`src/rtl/mrv1_th_ibuf.sv`:
```
// Per-thread instruction buffer between fetch and the issue-stage thread selector.
// Each hardware thread owns a small FIFO; the selector reads issue_rdy_o and pops one thread per cycle.
module mrv1_th_ibuf #(
   parameter int NUM_THREADS_P    = 8,
   parameter int DEPTH_P          = 2,
   parameter int INSTR_WIDTH_P    = 32,
   parameter int PC_WIDTH_P       = 32,
   parameter bit CHECK_SELECTOR_P = 1'b1,
   localparam int TID_WIDTH_LP    = $clog2(NUM_THREADS_P),
   localparam int CNT_WIDTH_LP    = $clog2(DEPTH_P + 1)
) (
   input  logic                     clk_i,
   input  logic                     rst_i,
   input  logic                     fetch_vld_i,
   input  logic [TID_WIDTH_LP-1:0]  fetch_tid_i,
   input  logic [INSTR_WIDTH_P-1:0] fetch_instr_i,
   input  logic [PC_WIDTH_P-1:0]    fetch_pc_i,
   output logic [NUM_THREADS_P-1:0] fetch_rdy_o,
   input  logic [NUM_THREADS_P-1:0] stall_i,
   input  logic [NUM_THREADS_P-1:0] flush_i,
   output logic [NUM_THREADS_P-1:0] issue_rdy_o,
   input  logic                     issue_vld_i,
   input  logic [TID_WIDTH_LP-1:0]  issue_tid_i,
   output logic [INSTR_WIDTH_P-1:0] issue_instr_o,
   output logic [PC_WIDTH_P-1:0]    issue_pc_o
);

   localparam int PTR_WIDTH_LP = $clog2(DEPTH_P);
   localparam logic [CNT_WIDTH_LP-1:0] FULL_CNT_LP = CNT_WIDTH_LP'(DEPTH_P);

   logic [CNT_WIDTH_LP-1:0]  count_q  [NUM_THREADS_P];
   logic [PTR_WIDTH_LP-1:0]  wr_ptr_q [NUM_THREADS_P];
   logic [PTR_WIDTH_LP-1:0]  rd_ptr_q [NUM_THREADS_P];
   logic [INSTR_WIDTH_P-1:0] instr_mem [NUM_THREADS_P][DEPTH_P];
   logic [PC_WIDTH_P-1:0]    pc_mem    [NUM_THREADS_P][DEPTH_P];

   logic [NUM_THREADS_P-1:0] push;
   logic [NUM_THREADS_P-1:0] pop;

   // Readiness comes only from registered occupancy plus live hazards, so there is no fetch-to-issue bypass.
   always_comb begin
      fetch_rdy_o = '0;
      issue_rdy_o = '0;
      for (int t = 0; t < NUM_THREADS_P; t++) begin
         fetch_rdy_o[t] = (count_q[t] != FULL_CNT_LP);
         issue_rdy_o[t] = (count_q[t] != '0) && !stall_i[t] && !flush_i[t];
      end
   end

   always_comb begin
      push = '0;
      pop  = '0;
      for (int t = 0; t < NUM_THREADS_P; t++) begin
         push[t] = fetch_vld_i && (fetch_tid_i == TID_WIDTH_LP'(t)) &&
                   fetch_rdy_o[t] && !flush_i[t];
         pop[t]  = issue_vld_i && (issue_tid_i == TID_WIDTH_LP'(t)) && issue_rdy_o[t];
      end
   end

   always_comb begin
      issue_instr_o = '0;
      issue_pc_o    = '0;
      if (count_q[issue_tid_i] != '0) begin
         issue_instr_o = instr_mem[issue_tid_i][rd_ptr_q[issue_tid_i]];
         issue_pc_o    = pc_mem[issue_tid_i][rd_ptr_q[issue_tid_i]];
      end
   end

   // Storage carries no reset; entries are only visible once count says they are valid.
   always_ff @(posedge clk_i) begin
      for (int t = 0; t < NUM_THREADS_P; t++) begin
         if (push[t]) begin
            instr_mem[t][wr_ptr_q[t]] <= fetch_instr_i;
            pc_mem[t][wr_ptr_q[t]]    <= fetch_pc_i;
         end
      end
   end

   always_ff @(posedge clk_i) begin
      if (rst_i) begin
         for (int t = 0; t < NUM_THREADS_P; t++) begin
            count_q[t]  <= '0;
            wr_ptr_q[t] <= '0;
            rd_ptr_q[t] <= '0;
         end
      end else begin
         for (int t = 0; t < NUM_THREADS_P; t++) begin
            if (flush_i[t]) begin
               count_q[t]  <= '0;
               wr_ptr_q[t] <= '0;
               rd_ptr_q[t] <= '0;
            end else begin
               if (push[t]) wr_ptr_q[t] <= wr_ptr_q[t] + PTR_WIDTH_LP'(1);
               if (pop[t])  rd_ptr_q[t] <= rd_ptr_q[t] + PTR_WIDTH_LP'(1);
               case ({push[t], pop[t]})
                  2'b10:   count_q[t] <= count_q[t] + CNT_WIDTH_LP'(1);
                  2'b01:   count_q[t] <= count_q[t] - CNT_WIDTH_LP'(1);
                  default: count_q[t] <= count_q[t];
               endcase
            end
         end
      end
   end

   // Occupancy/pointer consistency; the selector check can be disabled for benches that probe ignored pops.
   always_ff @(posedge clk_i) begin
      if (!rst_i) begin
         for (int t = 0; t < NUM_THREADS_P; t++) begin
            assert (count_q[t] <= FULL_CNT_LP);
            assert (PTR_WIDTH_LP'(wr_ptr_q[t] - rd_ptr_q[t]) == count_q[t][PTR_WIDTH_LP-1:0]);
         end
         if (CHECK_SELECTOR_P) begin
            assert (!issue_vld_i || issue_rdy_o[issue_tid_i]);
         end
      end
   end

endmodule

```
`config.mk`:
```
export PLATFORM = sky130hd
export DESIGN_NAME = mrv1_th_ibuf
export DESIGN_NICKNAME = d
export VERILOG_FILES = /design/src/rtl/mrv1_th_ibuf.sv
export SDC_FILE = /design/constraint.sdc
export NUM_CORES = 1
export LEC_CHECK = 0
export ABC_CLOCK_PERIOD_IN_PS = 5730
export BUFFER_PORTS_ARGS = -buffer_cell sky130_fd_sc_hd__buf_2
export CORE_MARGIN = 10
export CORE_UTILIZATION = 48
export CTS_BUF_LIST = sky130_fd_sc_hd__clkbuf_4 sky130_fd_sc_hd__clkbuf_8
export DETAILED_ROUTE_END_ITERATION = 16
export PLACE_DENSITY_LB_ADDON = 0.3
export SETUP_SLACK_MARGIN = 0.3
export SYNTH_ARGS = -nofsm -noshare
export SYNTH_HDL_FRONTEND = slang
export SYNTH_SLANG_ARGS = --single-unit
```
`constraint.sdc`:
```
create_clock -name clk_i -period 5.73 [get_ports clk_i]
set_clock_uncertainty 0.2 [all_clocks]
set_input_delay 1.146 -clock clk_i [delete_from_list [all_inputs] [get_ports clk_i]]
set_output_delay 1.146 -clock clk_i [all_outputs]
set_load 0.03 [all_outputs]
```
==> results.cfg <==
[run_status]
status = finished, final reports clean

[power_and_ir_drop]
seq_power_share_pct = 53.4
p_int_uw = 12340
leakage_uw = 0.01601
swShare_pct = 23.15
comb_power_share_pct = 7.0
power.share.clock_pct = 39.5
p_sw_uw = 3717
pwr_density_cell_nw_per_um2 = 336.3
max-vdd-ir-drop_v = 0.0002840

[finish]
nFillCells = 6740
syn2layout_area_growth_pct = 13.47
nets = 2727
drive_gt1_share_pct = 26.65
layout_common_cells = 1056 x edfxtp_1, 172 x mux2i_1, 167 x clkbuf_8
mostFrequentLayoutCell = edfxtp_1

[detailed_routing]
wl_met1_mm = 42.17
avgRoutedWirePerCell_um = 26.47
avgViaCountPerCell = 5.835
wl_met2_mm = 51.04
drc_errors = 0
routed_wirelength_mm = 103.0
drt_iter0_markers = 1969
dr.pass1.iters = 8
num_vias = 22709
ant_nets = 0
highest_layer = met5
wl_met3_mm = 7.175

[global_routing]
grt_max_degree = 100
first_global_vias = 23442
grt_antenna_before_repair = 16
grt-ovfl-total = 0
grt_usage_pct = 20.39
grt_pass1_wl_mm = 152.2

[clocking]
cts_tree = built
postCtsSetupBuffers = 0
hold_buffers = 0
cts_made_buffers = 167
post_cts_resized = 0
h-tree-depth = 4
clkSinkCount = 1056
path_clk_slew_ns = 0.06
clockBufferDepth = 3
insertion_delay_ns = 0.83
cts-root-buf = clkbuf_8

[sta]
fin_tns_setup_ns = 0
period_minus_slack_ns = 5.171
slew_headroom_pct = 9.924
clock.fmax_ghz = 0.1934
setup_viol = 0
finalHoldViolations = 0
hold_ws_ns = 0.3618
max_slew.worst_pin.slew_ns = 1.345
period_share_pct = 90.24
rsz0062_at_grt = false
drv_slew = 0

[critical_path]
reg2reg_slack_ns = 2.42
r2r-end = instr_mem[6][26]
worst_setup_path_end_kind = output port
worst-path-buf-inv = 2
worst_setup_path_start_kind = input port
critical-path-max-stage-delay_ns = 0.71
crit_fanout = 47
path_delay_family = compound AO/OA/AOI/OAI gates
worstPathRequired_ns = 4.38
cp.arrival_ns = 3.82
path_cells = buf_8 -> nor2b_1 -> a22o_1 -> a221o_2 -> o2111ai_1 -> a21oi_1 -> buf_2
rr_startpoint = count_q[6][0]
rr_worst_depth = 6
slowest_stage = a221o_2
crit_type = input port to output port

[floorplan]
rows = 108
fp.coreArea_um2 = 86890
io_pins = 170
initial_core_util_pct = 48.43
die_area_um2 = 99910
die_y_um = 316.1
fp.dieW_um = 316.1

[hold_path]
min_path_type = flop to flop
holdPathEnd = rd_ptr_q[5]
hold_start = rd_ptr_q[5]
holdPathStages = 1

[place]
routabilityCongestion = 0.7887
place_hpwl_mm = 56.48
portBuffers = 169

[logic_synthesis]
yosys.area.top_type_share_pct = 75.36
ys_types = 39
netlist_area_um2 = 42080
synth_area_leaders = edfxtp_1 75%, mux4_2 4.7%, mux2i_1 4.1%
yosysSeqAreaShare_pct = 75.36
synth_seq_cells = 1056
synth.net_count = 2475
yosys.area.top_type = edfxtp_1
synthCells = 2353
postSynthAreaPerCell_um2 = 17.88
yosysWarningCount = 0

[job]
max_cap_violations = 0
==> metal layers <==
metal	vias up	GRT usage (%)
met1	11684	26.63
met5	-	0
met3	200	4.167
li1	9981	-
met4	14	6.681
met2	830	34.00
==> through the flow <==
step / instances / cell area [um2] / power (uW) / setup WS (ns) / utilization [%]
2_1_floorplan: 2353 / 42080 / 9429 / 0.3271 / -
3_3_place_gp: 3591 / 44440 / 9859 / 0.6510 / 51.15
3_5_place_dp: 3591 / 44440 / 9881 / 0.6533 / 51.15
4_1_cts: 3887 / 47730 / 16180 / 0.6372 / 54.94
5_1_grt: 3889 / 47740 / 16590 / 0.5031 / 54.94
6_report: 3892 / 47750 / 16060 / 0.5590 / 54.95
==> worst max-delay path by stage <==
stage,from,end,slack (ns),cells after the start
4_1_cts,issue_tid_i[1],issue_pc_o[1],0.64,7
3_3_place_gp,issue_tid_i[1],issue_pc_o[1],0.65,7
6_report,issue_tid_i[1],issue_pc_o[1],0.56,7
5_1_grt,issue_tid_i[1],issue_pc_o[1],0.50,7
3_5_place_dp,issue_tid_i[1],issue_pc_o[1],0.65,7
2_1_floorplan,fetch_tid_i[0],instr_mem[4][32],0.33,4
==> flip-flops by register name, summed over array words and instances (netlist names) <==
register and cells:
instr_mem 512, pc_mem 512, count_q 16, rd_ptr_q 8
wr_ptr_q 8
==> worst register-to-register path: cells and delay by family, from the launching register on <==
| kind | cells | cell delay, ns |
|---|---|---|
| buffers and inverters | 3 | 0.69 |
| AND/OR/NAND/NOR | 2 | 1.46 |
| flip-flops | 1 | 0.39 |
| adder cells (fa/ha/maj) | 1 | 0.23 |
==> cell families (layout without fill, tap and decap cells) <==
| kind of cell | count (synthesis) | in the layout | synth area share, % |
|---|---|---|---|
| DFF | 1056 | 1056 | 75.36 |
| buffers and inverters | 190 | 569 | 1.980 |
| and+or+nand+nor | 264 | 264 | 2.855 |
| adders and majority gates | 32 | 32 | 0.9515 |
| AOI/OAI and AO/OA | 417 | 417 | 6.494 |
| muxes | 394 | 394 | 12.36 |
| other | 0 | 5 | 0 |
==> power by group through the flow <==
stage | Sequential, uW | Combinational, uW | Clock, uW
6_report | 8580 | 1130 | 6350
5_1_grt | 8580 | 1210 | 6800
4_1_cts | 8580 | 1150 | 6460
3_5_place_dp | 8740 | 1140 | 0
3_3_place_gp | 8740 | 1120 | 0
2_1_floorplan | 8740 | 689 | 0
==> area by class of cell <==
class	count	area (um2)	share of cell area (%)
Tap cell	1155	1445	3.027
Clock buffer	202	2561	5.364
Antenna cell	5	12.51	0.02621
Clock inverter	94	728.2	1.525
Multi-Input combinational cell	1107	9649	20.21
Inverter	41	156.4	0.3276
Timing Repair Buffer	232	1483	3.105
Sequential cell	1056	31710	66.42
==> Yosys cell counts <==
cell type,n
edfxtp_1,1056
mux2i_1,172
mux2_2,135
a21oi_1,121
nand2_1,113
o22ai_1,90
mux4_2,87
clkbuf_1,69
buf_2,63
nor2_1,52
o21ai_0,47
inv_1,40
o2111ai_1,40
o22a_1,39
o21a_1,38
nor3_1,34
ha_1,32
a22oi_1,25
nand2b_1,25
and2_1,9
buf_4,9
nor4_1,8
or4_1,8
a211oi_1,7
buf_1,7
nor2b_1,6
nand3_1,4
nand4_1,4
a311oi_1,2
o221ai_1,2
a2111oi_0,1
a221o_1,1
a221oi_4,1
a22o_1,1
buf_6,1
inv_2,1
o21ba_2,1
o22ai_2,1
or2_2,1
(Power assumes the default switching activity.)
